$ cat src/rtl/keypad_scan_ctrl.sv
// keypad_scan_ctrl: column-scanning matrix keypad controller.
// Drives one column low at a time, samples the synchronised rows, debounces press and
// release, maps the key position to a code and queues codes in a first-word-fall-through
// FIFO with a valid/ready consumer handshake.
module keypad_scan_ctrl #(
  parameter int unsigned ROWS         = 4,
  parameter int unsigned COLS         = 4,
  parameter int unsigned SETTLE_CYC   = 1000,
  parameter int unsigned DEBOUNCE_CYC = 50000,
  parameter int unsigned DEPTH        = 4,
  parameter int unsigned LEGEND_EN    = 1,
  localparam int unsigned IDX_W = (ROWS * COLS > 1) ? $clog2(ROWS * COLS) : 1,
  localparam int unsigned KEY_W = ((LEGEND_EN != 0) && (IDX_W < 4)) ? 4 : IDX_W,
  localparam int unsigned CNT_W = $clog2(DEPTH + 1)
) (
  input  logic             clk,
  input  logic             rst,
  input  logic [ROWS-1:0]  row_n,
  output logic [COLS-1:0]  col_n,
  output logic [KEY_W-1:0] key_code,
  output logic             key_valid,
  input  logic             key_ready,
  output logic             key_down,
  output logic [CNT_W-1:0] fifo_count,
  output logic             overflow
);

  localparam int unsigned ROW_W = (ROWS > 1) ? $clog2(ROWS) : 1;
  localparam int unsigned COL_W = $clog2(COLS);
  localparam int unsigned SET_W = $clog2(SETTLE_CYC);
  localparam int unsigned DEB_W = (DEBOUNCE_CYC > 1) ? $clog2(DEBOUNCE_CYC) : 1;
  localparam int unsigned PTR_W = $clog2(DEPTH);

  typedef enum logic [1:0] {
    ST_SCAN     = 2'd0,
    ST_DEBOUNCE = 2'd1,
    ST_RELEASE  = 2'd2
  } state_e;

  state_e           state_q, state_d;
  logic [ROWS-1:0]  rs_meta_q, rs_q;
  logic [COL_W-1:0] col_q, col_d;
  logic [SET_W-1:0] settle_q, settle_d;
  logic [DEB_W-1:0] stable_q, stable_d;
  logic [ROW_W-1:0] row_q, row_d;
  logic [ROWS-1:0]  pat_q, pat_d;
  logic             key_down_q, key_down_d;
  logic             overflow_q;

  logic [KEY_W-1:0] mem_q [DEPTH];
  logic [PTR_W-1:0] wr_ptr_q, rd_ptr_q;
  logic [CNT_W-1:0] count_q;

  logic             any_low_c, match_c, settle_done_c, stable_done_c;
  logic [ROW_W-1:0] low_row_c;
  logic [COL_W-1:0] col_next_c;
  logic             push_c, pop_c, full_c, push_ok_c, drop_c;
  logic [IDX_W-1:0] idx_c;
  logic [KEY_W-1:0] key_c;

  // 4x4 legend: position index to printed key value
  function automatic logic [KEY_W-1:0] legend_code(input logic [IDX_W-1:0] idx);
    logic [3:0] code;
    case (4'(idx))
      4'd0:    code = 4'h1;
      4'd1:    code = 4'h2;
      4'd2:    code = 4'h3;
      4'd3:    code = 4'hA;
      4'd4:    code = 4'h4;
      4'd5:    code = 4'h5;
      4'd6:    code = 4'h6;
      4'd7:    code = 4'hB;
      4'd8:    code = 4'h7;
      4'd9:    code = 4'h8;
      4'd10:   code = 4'h9;
      4'd11:   code = 4'hC;
      4'd12:   code = 4'hF;
      4'd13:   code = 4'h0;
      4'd14:   code = 4'hE;
      default: code = 4'hD;
    endcase
    return KEY_W'(code);
  endfunction

  // Two-flop synchroniser for the asynchronous row inputs; idle rows read high
  always_ff @(posedge clk) begin
    if (rst) begin
      rs_meta_q <= '1;
      rs_q      <= '1;
    end else begin
      rs_meta_q <= row_n;
      rs_q      <= rs_meta_q;
    end
  end

  // Lowest-index row currently pulled low
  always_comb begin
    low_row_c = '0;
    for (int r = int'(ROWS) - 1; r >= 0; r--) begin
      if (!rs_q[r]) low_row_c = ROW_W'(r);
    end
  end

  // Shared scan/debounce status decodes
  always_comb begin
    any_low_c     = ~&rs_q;
    match_c       = (rs_q == pat_q);
    settle_done_c = (settle_q == SET_W'(SETTLE_CYC - 1));
    stable_done_c = (stable_q == DEB_W'(DEBOUNCE_CYC - 1));
    col_next_c    = (col_q == COL_W'(COLS - 1)) ? '0 : col_q + COL_W'(1);
  end

  // FSM state register together with its scan/debounce counters
  always_ff @(posedge clk) begin
    if (rst) begin
      state_q    <= ST_SCAN;
      col_q      <= '0;
      settle_q   <= '0;
      stable_q   <= '0;
      row_q      <= '0;
      pat_q      <= '1;
      key_down_q <= 1'b0;
    end else begin
      state_q    <= state_d;
      col_q      <= col_d;
      settle_q   <= settle_d;
      stable_q   <= stable_d;
      row_q      <= row_d;
      pat_q      <= pat_d;
      key_down_q <= key_down_d;
    end
  end

  // Next-state: settle, debounce-press and debounce-release sequencing
  always_comb begin
    state_d  = state_q;
    col_d    = col_q;
    settle_d = settle_q;
    stable_d = stable_q;
    row_d    = row_q;
    pat_d    = pat_q;
    unique case (state_q)
      ST_SCAN: begin
        if (settle_done_c) begin
          settle_d = '0;
          if (any_low_c) begin
            state_d  = ST_DEBOUNCE;
            row_d    = low_row_c;
            pat_d    = rs_q;
            stable_d = '0;
          end else begin
            col_d = col_next_c;
          end
        end else begin
          settle_d = settle_q + SET_W'(1);
        end
      end
      ST_DEBOUNCE: begin
        if (!match_c) begin
          state_d  = ST_SCAN;
          col_d    = col_next_c;
          settle_d = '0;
          stable_d = '0;
        end else if (stable_done_c) begin
          state_d  = ST_RELEASE;
          stable_d = '0;
        end else begin
          stable_d = stable_q + DEB_W'(1);
        end
      end
      ST_RELEASE: begin
        if (any_low_c) begin
          stable_d = '0;
        end else if (stable_done_c) begin
          state_d  = ST_SCAN;
          col_d    = col_next_c;
          settle_d = '0;
          stable_d = '0;
        end else begin
          stable_d = stable_q + DEB_W'(1);
        end
      end
      default: state_d = ST_SCAN;
    endcase
  end

  // FSM outputs: column drive, push request and held-key level
  always_comb begin
    push_c     = 1'b0;
    key_down_d = key_down_q;
    col_n      = rst ? '1 : ~(COLS'(1) << col_q);
    case (state_q)
      ST_DEBOUNCE: begin
        if (match_c && stable_done_c) begin
          push_c     = 1'b1;
          key_down_d = 1'b1;
        end
      end
      ST_RELEASE: begin
        if (!any_low_c && stable_done_c) key_down_d = 1'b0;
      end
      default: ;
    endcase
  end

  // Key code of the latched row and current column
  always_comb begin
    idx_c = IDX_W'(row_q) * IDX_W'(COLS) + IDX_W'(col_q);
    key_c = (LEGEND_EN != 0) ? legend_code(idx_c) : KEY_W'(idx_c);
  end

  // FIFO handshake: a pop frees the slot so a push into a full FIFO still lands
  always_comb begin
    pop_c     = key_valid & key_ready;
    full_c    = (count_q == CNT_W'(DEPTH));
    push_ok_c = push_c & (~full_c | pop_c);
    drop_c    = push_c & full_c & ~pop_c;
  end

  // FIFO pointers, occupancy and overflow pulse
  always_ff @(posedge clk) begin
    if (rst) begin
      wr_ptr_q   <= '0;
      rd_ptr_q   <= '0;
      count_q    <= '0;
      overflow_q <= 1'b0;
    end else begin
      if (push_ok_c) wr_ptr_q <= wr_ptr_q + PTR_W'(1);
      if (pop_c)     rd_ptr_q <= rd_ptr_q + PTR_W'(1);
      count_q    <= count_q + CNT_W'(push_ok_c) - CNT_W'(pop_c);
      overflow_q <= drop_c;
    end
  end

  // FIFO storage; contents are only observed while occupancy is non-zero
  always_ff @(posedge clk) begin
    if (push_ok_c) mem_q[wr_ptr_q] <= key_c;
  end

  assign key_code   = mem_q[rd_ptr_q];
  assign key_valid  = (count_q != '0);
  assign key_down   = key_down_q;
  assign fifo_count = count_q;
  assign overflow   = overflow_q;

endmodule

$ cat config.mk
export PLATFORM = sky130hd
export DESIGN_NAME = keypad_scan_ctrl
export DESIGN_NICKNAME = d
export VERILOG_FILES = /design/src/rtl/keypad_scan_ctrl.sv
export SDC_FILE = /design/constraint.sdc
export NUM_CORES = 1
export LEC_CHECK = 0
export BUFFER_PORTS_ARGS = -buffer_cell sky130_fd_sc_hd__buf_4
export CORE_UTILIZATION = 30
export DETAILED_ROUTE_END_ITERATION = 10
export PLACE_DENSITY = 0.46
export SLEW_MARGIN = 20
export SYNTH_ARGS = -nofsm -noshare
export SYNTH_HDL_FRONTEND = slang
export SYNTH_SLANG_ARGS = --single-unit
$ cat constraint.sdc
create_clock -name clk -period 6.5 [get_ports clk]
set_input_delay 1.3 -clock clk [delete_from_list [all_inputs] [get_ports clk]]
set_output_delay 1.3 -clock clk [all_outputs]
set_load 0.05 [all_outputs]
# After elaboration in Yosys (flattened, before gate mapping)
# Memories as Yosys holds them, arrays and structs flattened. A register that Yosys moved wholly into a read port is not among the register bits.
# Cells that the tools add are included.
[totals]
ff_bits = 53
ram_bits = 16
rom_bits = 64
in_bits = 7
n_memories = 2
[mem_list]
columns = ["name", "words", "width", "rd", "rd_ports_with_merged_regs", "wr", "line_no", "text"]
rows = [
  ["(name not given)", 16, 4, 1, 0, 0, "64", "case (4'(idx))"],
  ["mem_q", 4, 4, 1, 1, 1, "50", "logic [KEY_W-1:0] mem_q [DEPTH];"],
]
[classes]
add_sub_neg = 8
n_eq_ne = 16
n_shift = 1
muxes = 39
bitwise_logic = 9
n_reduce_logical = 13
[ops]
columns = ["cell", "count"]
rows = [
  ["2-to-1 mux 16 bit", 5],
  ["one-hot mux 16 bit (3 select lines)", 1],
  ["2-to-1 mux 10 bit", 4],
  ["2-to-1 mux 2 bit", 18],
  ["one-hot mux 10 bit (3 select lines)", 1],
  ["adder 16 x 1 -> 16 bit (second input constant)", 1],
  ["equality test 16 bit (second input constant)", 1],
  ["inequality test 2 bit (second input constant)", 8],
  ["one-hot mux 2 bit (3 select lines)", 2],
  ["adder 10 x 1 -> 10 bit (second input constant)", 1],
  ["equality test 10 bit (second input constant)", 1],
  ["AND reduction 3 bit", 3],
  ["AND reduction 4 bit", 2],
  ["adder 2 x 1 -> 2 bit (second input constant)", 3],
  ["2-to-1 mux 1 bit", 6],
  ["AND reduction 6 bit", 1],
  ["nonzero test 3 bit", 2],
  ["AND reduction 5 bit", 1],
  ["adder 4 x 2 -> 4 bit", 1],
  ["bitwise AND 1 bit", 4],
  ["equality test 2 bit (second input constant)", 2],
  ["equality test 4 bit", 1],
  ["2-to-1 mux 4 bit", 1],
  ["inverter 4 bit", 1],
  ["other kinds (12)", 15],
]

# Longest topological paths before layout
# Gate-level depths: netlist of the first run.
[logic_depth]
ltp_word = 7
ltp_mapped = 13
depth_no_buf = 12

# Worst setup path before layout of the first run
# OpenSTA, ideal clock, no wires.
[synth_path]
kind = "input to output"
startpoint = "in rst"
endpoint = "out col_n[0]"
arrival_ns = 1.997
required_ns = 5.200
path_slack_ns = 3.203
path_stages = 3
path_buffers = 1
cell_sequence = "inv_1 -> clkbuf_1 -> nand2_1"
[synth_between]
elab_chain_len = 1
[synth_rtl]
columns = ["element", "line_no", "text"]
rows = [
  ["from (decl)", "17", "input logic rst,"],
  ["2-to-1 mux 4 bit", "191", "col_n = rst ? '1 : ~(COLS'(1) << col_q);"],
  ["to (decl)", "19", "output logic [COLS-1:0] col_n,"],
]
# Every way passes these cells.

# Final worst setup path of the first run
[layout_path]
startpoint = "in rst"
endpoint = "out col_n[3]"
# The elaborated chain is that of the path after synthesis.

==> results of run 1 <==
[synthesized netlist by cell type, drive strengths merged (2+ instances only)]
| library cell | n | area (µm²) |
|---|---|---|
| a21o | 4 | 31.28 |
| nand3 | 9 | 45.04 |
| nor2 | 37 | 138.9 |
| and4bb | 2 | 25.02 |
| nand2 | 32 | 120.1 |
| a32o | 5 | 50.05 |
| xor2 | 13 | 113.9 |
| and3 | 7 | 43.79 |
| nand2b | 3 | 18.77 |
| o211ai | 4 | 30.03 |
| xnor2 | 6 | 52.55 |
| mux4 | 4 | 90.09 |
| nor3b | 3 | 27.52 |
| or3 | 2 | 17.52 |
| buf | 3 | 15.01 |
| clkbuf | 10 | 47.54 |
| nand4 | 11 | 75.07 |
| and2 | 8 | 51.30 |
| nand4b | 2 | 17.52 |
| edfxtp | 16 | 480.5 |
| or2 | 10 | 62.56 |
| mux2i | 6 | 60.06 |
| ha | 17 | 212.7 |
| a211oi | 3 | 22.52 |
| inv | 17 | 63.81 |
| a21oi | 9 | 45.04 |
| nor3 | 5 | 25.02 |
| nor4 | 3 | 33.78 |
| dfxtp | 55 | 1101 |
| and4 | 3 | 26.28 |
| o22ai | 2 | 12.51 |
| or4b | 2 | 20.02 |
| o21ai | 13 | 68.82 |
| nor2b | 5 | 31.28 |
[layer usage]
metal | routed length [µm] | vias up | part of all wire (%) | global-route usage, %
li1 | - | 1258 | - | -
met1 | 3572 | 1165 | 53 | 18.00
met2 | 2906 | 32 | 43 | 19.39
met3 | 203 | 9 | 3.0 | 3.228
met4 | 113 | 0 | 1.7 | 6.081
met5 | 0 | - | 0 | 0
[cell type report]
cell class              instances  area share [%]
multi-input cells             244           43.01
flip-flops and latches         71           39.71
clock buffers                   9           5.655
well taps                     140           4.398
repair buffers                 20           3.770
clock inverters                 7           1.854
inverters                      17           1.602
[state kept, by name, indices dropped and copies added (netlist names), named ones only]
signal / flops
rs_q: 4
col_q: 2
stable_q: 16
row_q: 2
pat_q: 4
settle_q: 10
fifo_count: 3
wr_ptr_q: 2
mem_q: 16
key_down: 1
state_q: 2
rs_meta_q: 4
rd_ptr_q: 2
overflow: 1
[critical path, delay by kind of cell]
kind                   cells  cell delay, ns
AND/OR/NAND/NOR            1            0.15
buffers and inverters      3            0.85
[power by group through the flow]
| stage | Combinational, mW | Clock (mW) | Sequential, mW |
|---|---|---|---|
| floorplan | 0.146 | 0 | 0.523 |
| global placement | 0.217 | 0 | 0.505 |
| detailed placement | 0.219 | 0 | 0.506 |
| CTS | 0.220 | 0.503 | 0.496 |
| global route | 0.238 | 0.518 | 0.500 |
| finish | 0.217 | 0.488 | 0.495 |
[cells in the final DEF, fill, tap and decap left out, types with 2 or more instances in the layout]
cell / Yosys / layout
sky130_fd_sc_hd__ha_1: 17 / 17
sky130_fd_sc_hd__nand4b_1: 2 / 2
sky130_fd_sc_hd__clkbuf_16: 0 / 9
sky130_fd_sc_hd__a21oi_1: 9 / 9
sky130_fd_sc_hd__nor3_1: 5 / 5
sky130_fd_sc_hd__nand2_1: 32 / 32
sky130_fd_sc_hd__inv_6: 0 / 3
sky130_fd_sc_hd__xnor2_1: 6 / 6
sky130_fd_sc_hd__inv_8: 0 / 2
sky130_fd_sc_hd__nor4_1: 2 / 2
sky130_fd_sc_hd__and4_1: 3 / 3
sky130_fd_sc_hd__nor3b_1: 2 / 2
sky130_fd_sc_hd__o22ai_1: 2 / 2
sky130_fd_sc_hd__a32o_1: 5 / 5
sky130_fd_sc_hd__a211oi_1: 3 / 3
sky130_fd_sc_hd__nand2b_1: 3 / 3
sky130_fd_sc_hd__or2_2: 9 / 9
sky130_fd_sc_hd__nor2b_1: 5 / 5
sky130_fd_sc_hd__mux4_2: 4 / 4
sky130_fd_sc_hd__edfxtp_1: 16 / 16
sky130_fd_sc_hd__xor2_1: 13 / 13
sky130_fd_sc_hd__inv_1: 17 / 17
sky130_fd_sc_hd__nand3_1: 9 / 9
sky130_fd_sc_hd__nand4_1: 10 / 10
sky130_fd_sc_hd__nor2_1: 37 / 37
sky130_fd_sc_hd__dfxtp_1: 55 / 55
sky130_fd_sc_hd__o21ai_0: 12 / 12
sky130_fd_sc_hd__and2_1: 7 / 7
sky130_fd_sc_hd__a21o_1: 3 / 3
sky130_fd_sc_hd__and4bb_2: 2 / 2
sky130_fd_sc_hd__buf_4: 0 / 20
sky130_fd_sc_hd__mux2i_1: 6 / 6
sky130_fd_sc_hd__o211ai_1: 4 / 4
sky130_fd_sc_hd__and3_1: 7 / 7
[worst max-delay path by stage]
stage | depth (start not counted) | slack, ns | startpoint | end
2_1_floorplan | 3 | 3.20 | rst | col_n[0]
3_3_place_gp | 4 | 2.87 | rst | col_n[3]
3_5_place_dp | 4 | 2.82 | rst | col_n[3]
4_1_cts | 4 | 2.82 | rst | col_n[3]
5_1_grt | 4 | 2.75 | rst | col_n[2]
6_report | 4 | 2.88 | rst | col_n[3]
[stage by stage]
stage	hold slack, ns	setup WS (ns)
after detailed placement	0.3949	2.824
after global placement	0.3932	2.868
after global routing	0.4241	2.746
final	0.4096	2.877
after floorplan	0.3895	3.203
after CTS	0.4116	2.824
[cell families after synthesis]
kind of cell / count (synthesis) / synth area share [%]
muxes: 11 / 4.719
DFF: 71 / 46.23
xor gates and xnor gates: 19 / 4.865
buffers and inverters: 30 / 3.694
AOI/OAI and AO/OA: 47 / 9.474
and+or+nand+nor: 149 / 24.21
adders and majority gates: 18 / 6.803
==> metrics.log, run 1 <==
INFO  metric port_buffers = 20
INFO  metric ioPinCount = 21
INFO  metric area.sequential = roughly 1600 µm²
INFO  metric setup_repair_after_global_routing_missed_its_margin = no
INFO  metric routed-via-count = ~2.5k
INFO  metric fp.dieW = 108.8 µm
INFO  metric r2r_slack = between 3 and 4 ns
INFO  metric area_growth_syn_to_layout = 16.42%
INFO  metric final_nets = roughly 390
INFO  metric fin_crit = 3.623 ns
INFO  metric dieHeight = 108.8 µm
INFO  metric leakage_power_of_the_design = 1.515 nW
INFO  metric clock_power_share = approximately two fifths
INFO  metric placed_cells = 492
INFO  metric seq_power_share = between 40% and 50%
INFO  metric ctsResizeCount = 0
INFO  metric hold_path.startpoint = rs_meta_q[1]
INFO  metric asyncSetResetFlopFracSynth = 0%
INFO  metric pwr_per_cell_area = between 300 and 400 nW/µm²
INFO  metric antenna_found_initial = 0
INFO  metric rr_worst_depth = 11
INFO  metric tritoncts_num_sinks = roughly 70
INFO  metric post_synth.cell_area_avg = 9.915 µm²
INFO  metric internal_power = 827.8 µW
INFO  metric finClkSkew = between 0.007 and 0.008 ns
INFO  metric p_sw_share = between 30% and 40%
INFO  metric maxClockFrequency = 276.0 MHz
INFO  metric worst_slew_margin_rel = a little over three fifths
INFO  metric final.fill_count = roughly 1.1k
INFO  metric area_after_dpl = 3684 µm²
INFO  metric post-cts-setup-buffers = 0
INFO  metric fp.dieArea = roughly 12,000 µm²
INFO  metric design_power_total = around 1.2 mW
INFO  metric drc = 0
INFO  metric crit_path_end_kind = primary output
INFO  metric grt_first_pass_wirelength = approximately 12,000 µm
INFO  metric hpwlAfterDp = between 4000 and 5000 µm
INFO  metric timing_worst_slew_pin_value = between 0.5 and 0.6 ns
INFO  metric clock_insertion_delay_worst_skew = 0.34 ns
INFO  metric viasPerCell = 4.850
INFO  metric worst_hold_path.endpoint = rs_q[1]
INFO  metric synth_fp_nets = 370
INFO  metric r2r_start = rs_q[3]
INFO  metric crit_slowest_cell = sky130_fd_sc_hd__buf_4
INFO  metric finalMaxSlewViolations = 0
INFO  metric p_comb_share = about 18%
INFO  metric cp_max_fo = 38
INFO  metric run_status = finished, final reports clean
INFO  metric ir_worst_vdd = approximately 0.15 mV
INFO  metric worst_path_max_stage_delay = about 0.33 ns
INFO  metric core_area = roughly 11,000 µm²
INFO  metric worst_ep_arrival_time = between 2 and 2.5 ns
INFO  metric cts-root-to-sink-buffers = 2
INFO  metric cp_data_required_time = about 5.2 ns
INFO  metric holdBufCountCts = 0
INFO  metric max-cap-violations = 0
INFO  metric finish.utilization = a little over a third
INFO  metric cpMostUsedCell = sky130_fd_sc_hd__buf_4
INFO  metric min_path_type = reg -> reg
INFO  metric summed_negative_setup_slack_over_all_endpoints = 0 ns
INFO  metric placementRows = 38
INFO  metric postRouteWirelength = between 6000 and 7000 µm
INFO  metric clk_pin_slew = roughly 0.06 ns
INFO  metric cp-start-kind = primary input
INFO  metric synth.distinct_cells = 58
INFO  metric initialDrtViolationCount = around 120
INFO  metric place_congestion = roughly 0.73
INFO  metric drt_pass_1_iters = 4
INFO  metric critical_path_class = in -> out
INFO  metric post_route_cells_drive_above_1_share = between 10% and 20%
INFO  metric grt_overflow_total = 0
INFO  metric post_drt_wl_per_cell = 13.38 µm
INFO  metric route.antenna.remaining_nets = 0
INFO  metric layout.cells.non_filler = a little over 500
INFO  metric synthesis.area = approximately 3400 µm²
INFO  metric syn-instance-count = 345
INFO  metric finalCritPeriodShare = 55.74%
INFO  metric grt_pass1_vias = around 2.4k
INFO  metric initial_utilization = 31.15%
INFO  metric synthesis_stage_register_bit_count = 71
INFO  metric crit_chain = buf_4 -> inv_1 -> nand2_1 -> buf_4
INFO  metric report.final.hold_viol_count = 0
INFO  metric clock_tree.htree_level_count = 3
INFO  metric master_cell_of_the_clock_root_buffer = sky130_fd_sc_hd__clkbuf_16
INFO  metric synth_edf_count = 16
INFO  metric hold_depth = 1
INFO  metric grt_max_degree = 39
INFO  metric cts_inserted_buffers = 9
INFO  metric synth-seq-area-share = 46.23%
INFO  metric post-route-cell-area = between 3000 and 4000 µm²
INFO  metric grt_usage = 13.15%
INFO  metric diode_insertion_count_for_antenna_repair = 0
INFO  metric ys_warn_count = 0
INFO  metric p_sw = ~370 µW
INFO  metric timing.final.setup_violations = 0
INFO  metric tritoncts = built
INFO  metric synth_top_flop_cell = sky130_fd_sc_hd__dfxtp_1
INFO  metric reg2reg_to = fifo_count[2]
INFO  metric multi_input_comb_area = roughly 1700 µm²
Note: power is estimated with default switching activity, not from simulation.
==> run 2, diff against run 1 <==
--- a/config.mk
+++ b/config.mk
@@ -8,7 +8,7 @@
 export BUFFER_PORTS_ARGS = -buffer_cell sky130_fd_sc_hd__buf_4
 export CORE_UTILIZATION = 30
 export DETAILED_ROUTE_END_ITERATION = 10
-export PLACE_DENSITY = 0.46
+export PLACE_DENSITY = 0.48
 export SLEW_MARGIN = 20
 export SYNTH_ARGS = -nofsm -noshare
 export SYNTH_HDL_FRONTEND = slang
==> constraint.sdc (replaced) <==
create_clock -name clk -period 3.1 [get_ports clk]
set_input_delay 0.62 -clock clk [delete_from_list [all_inputs] [get_ports clk]]
set_output_delay 0.62 -clock clk [all_outputs]
set_load 0.05 [all_outputs]
==> run 2 against run 1 <==
Effect of this change:
- register-to-register slack worse by 3.1 ns
- first-iteration DRC count down 27%
- highest routed layer unchanged
- routed wire length down 5.0%
- largest cell class unchanged
- non-clock buffer count up 3
- critical endpoint is now fifo_count[2]
- cell area up 0.53%
- die area unchanged
==> metrics.log, run 2 (same netlist as run 1, synthesis figures left out) <==
INFO  metric routed-via-count = 2,480 (+0.65%)
INFO  metric drt_pass_1_iters = 4 (unchanged)
INFO  metric clock_tree.htree_level_count = 3 (unchanged)
INFO  metric pwr_per_cell_area = 628.7 nW/µm² (+110%)
INFO  metric ctsResizeCount = 0 (unchanged)
INFO  metric final_nets = 391 (+0.77%)
INFO  metric report.final.hold_viol_count = 0 (unchanged)
INFO  metric post_drt_wl_per_cell = 12.64 µm (-5.5%)
INFO  metric grt_usage = 12.23% (-0.91 points)
INFO  metric layout_common_cells = sky130_fd_sc_hd__dfxtp_1, sky130_fd_sc_hd__nor2_1, sky130_fd_sc_hd__nand2_1
INFO  metric postRouteWirelength = 6457 µm (-5.0%)
INFO  metric grt_first_pass_wirelength = 11,160 µm (-6.1%)
INFO  metric final_critical_path_setup_slack = 0.4156 ns (-2.461 ns)
INFO  metric rr_worst_depth = 11 (unchanged)
INFO  metric gr-usage-met1 = 16.85% (-1.1 points)
INFO  metric cp_data_required_time = 3.31 ns (-1.89 ns)
INFO  metric layer_carrying_the_most_global_route_usage = met2
INFO  metric initialDrtViolationCount = 87 (-27%)
INFO  metric viasPerCell = 4.853 (about the same)
INFO  metric grt_pass1_vias = 2,343 (-3.3%)
INFO  metric placementRows = 38 (unchanged)
INFO  metric layout_top_registers = mem_q x16, stable_q x16, settle_q x10
INFO  metric grt_overflow_total = 0 (unchanged)
INFO  metric initial_utilization = 31.15% (unchanged)
INFO  metric antenna_found_initial = 0 (unchanged)
INFO  metric gr-usage-met2 = 17.68% (-1.7 points)
INFO  metric tritoncts = built
INFO  metric clk_pin_slew = 0.06 ns (about the same)
INFO  metric summed_negative_setup_slack_over_all_endpoints = 0 ns (unchanged)
INFO  metric cp_max_fo = 12 (-68%)
INFO  metric core_area = 10,980 µm² (unchanged)
INFO  metric worst_ep_arrival_time = 2.89 ns (+0.57 ns)
INFO  metric min_path_type = reg -> reg
INFO  metric cts-root-to-sink-buffers = 2 (unchanged)
INFO  metric holdBufCountCts = 0 (unchanged)
INFO  metric reg2reg_to = fifo_count[2]
INFO  metric place_congestion = 0.7431 (+1.2%)
INFO  metric fin_crit = between 2 and 3 ns
INFO  metric run_status = finished, final reports clean
INFO  metric hpwlAfterDp = 4479 µm (-5.2%)
INFO  metric leakage_power_of_the_design = 1.526 nW (+0.72%)
INFO  metric post_route_cells_drive_above_1_share = 17.79% (+0.40 points)
INFO  metric timing_worst_slew_pin_value = 0.4788 ns (-0.07359 ns)
INFO  metric worstSetupStartpoint = pat_q[3]
INFO  metric post-cts-setup-buffers = 0 (unchanged)
INFO  metric r2r_start = pat_q[3]
INFO  metric drc = 0 (unchanged)
INFO  metric gr-usage-met3 = 2.510% (-0.72 points)
INFO  metric setup_repair_after_global_routing_missed_its_margin = no
INFO  metric port_buffers = 20 (unchanged)
INFO  metric max-cap-violations = 0 (unchanged)
INFO  metric master_cell_of_the_clock_root_buffer = sky130_fd_sc_hd__clkbuf_16
INFO  metric cp-start-kind = flop
INFO  metric grt_max_degree = 39 (unchanged)
INFO  metric route.antenna.remaining_nets = 0 (unchanged)
INFO  metric maxClockFrequency = ~370 MHz
INFO  metric crit_end = fifo_count[2]
INFO  metric fp.dieArea = 11,830 µm² (unchanged)
INFO  metric ioPinCount = 21 (unchanged)
INFO  metric finClkSkew = 0.005948 ns (-0.001332 ns)
INFO  metric finalCritPeriodShare = roughly 87%
INFO  metric area_growth_syn_to_layout = 17.04%
INFO  metric diode_insertion_count_for_antenna_repair = 0 (unchanged)
INFO  metric final_common_cell = sky130_fd_sc_hd__dfxtp_1
INFO  metric crit_path_end_kind = flop
INFO  metric tritoncts_num_sinks = 71 (unchanged)
INFO  metric clock_insertion_delay_worst_skew = 0.33 ns (about the same)
INFO  metric finalMaxSlewViolations = 0 (unchanged)
INFO  metric area.sequential = 1582 µm² (unchanged)
INFO  metric critical_path_class = reg -> reg
INFO  metric cts_inserted_buffers = 9 (unchanged)
INFO  metric timing.final.setup_violations = 0 (unchanged)
INFO  metric worst_slew_margin_rel = 68.04% (+4.9 points)
INFO  metric final.fill_count = 1,122 (-0.36%)
INFO  metric fp.dieW = 108.8 µm (unchanged)
INFO  metric r2r_slack = 0.42 ns (-3.10 ns)
INFO  metric ir_worst_vdd = 0.2163 mV (+45%)
INFO  metric place_ws = 0.4079 ns (-2.416 ns)
INFO  metric multi_input_comb_area = 1713 µm² (unchanged)
INFO  metric dieHeight = 108.8 µm (unchanged)
[run 2: layer usage]
| metal | vias up | share of wire (%) |
|---|---|---|
| met2 | 41 | 42 |
| met5 | - | 0 |
| li1 | 1258 | - |
| met3 | 12 | 3.7 |
| met1 | 1169 | 52 |
| met4 | 0 | 2.3 |
[run 2: area by class of cell]
class	count	share of cell area, %
Clock inverter	6	1.719
Tap cell	140	4.375
Sequential cell	71	39.50
Clock buffer	10	5.719
Timing Repair Buffer	23	4.313
Multi-Input combinational cell	244	42.78
Inverter	17	1.594
[run 2: power by group]
group	internal [mW]	leakage [nW]	total, mW	switching [mW]
Combinational	0.179	0.790	0.454	0.275
Sequential	0.988	0.593	1.04	0.0492
Clock	0.628	0.143	1.03	0.398
[run 2: worst min-delay path by stage]
stage	startpoint	to	cells after the start	slack [ns]
finish	rs_meta_q[3]	rs_q[3]	1	0.41
global route	rs_meta_q[0]	rs_q[0]	1	0.42
CTS	rs_meta_q[1]	rs_q[1]	1	0.41
detailed placement	rs_meta_q[1]	rs_q[1]	1	0.39
global placement	rs_meta_q[1]	rs_q[1]	1	0.40
floorplan	rs_meta_q[0]	rs_q[0]	1	0.39
[run 2: worst max-delay path, cell delays in order, from the launching register on]
cell,delay [ns]
sky130_fd_sc_hd__dfxtp_1,0.32
sky130_fd_sc_hd__nor2b_1,0.13
sky130_fd_sc_hd__a2111o_1,0.38
sky130_fd_sc_hd__or3_4,0.41
sky130_fd_sc_hd__nor3b_2,0.21
sky130_fd_sc_hd__inv_1,0.06
sky130_fd_sc_hd__ha_1,0.27
sky130_fd_sc_hd__inv_1,0.04
sky130_fd_sc_hd__ha_1,0.18
sky130_fd_sc_hd__fa_1,0.37
sky130_fd_sc_hd__xnor2_1,0.16
sky130_fd_sc_hd__nor2_1,0.05
[run 2: stage by stage]
stage | utilization, % | instance area [µm²] | total power, mW | hold WS (ns) | std cells
after floorplan | - | 3421 | 1.403 | 0.3895 | 345
after global placement | 33.74 | 3706 | 1.515 | 0.3955 | 495
after detailed placement | 33.74 | 3706 | 1.518 | 0.3937 | 495
after CTS | 36.45 | 4004 | 2.558 | 0.4067 | 511
after global routing | 36.45 | 4004 | 2.637 | 0.4201 | 511
final | 36.45 | 4004 | 2.517 | 0.4051 | 511
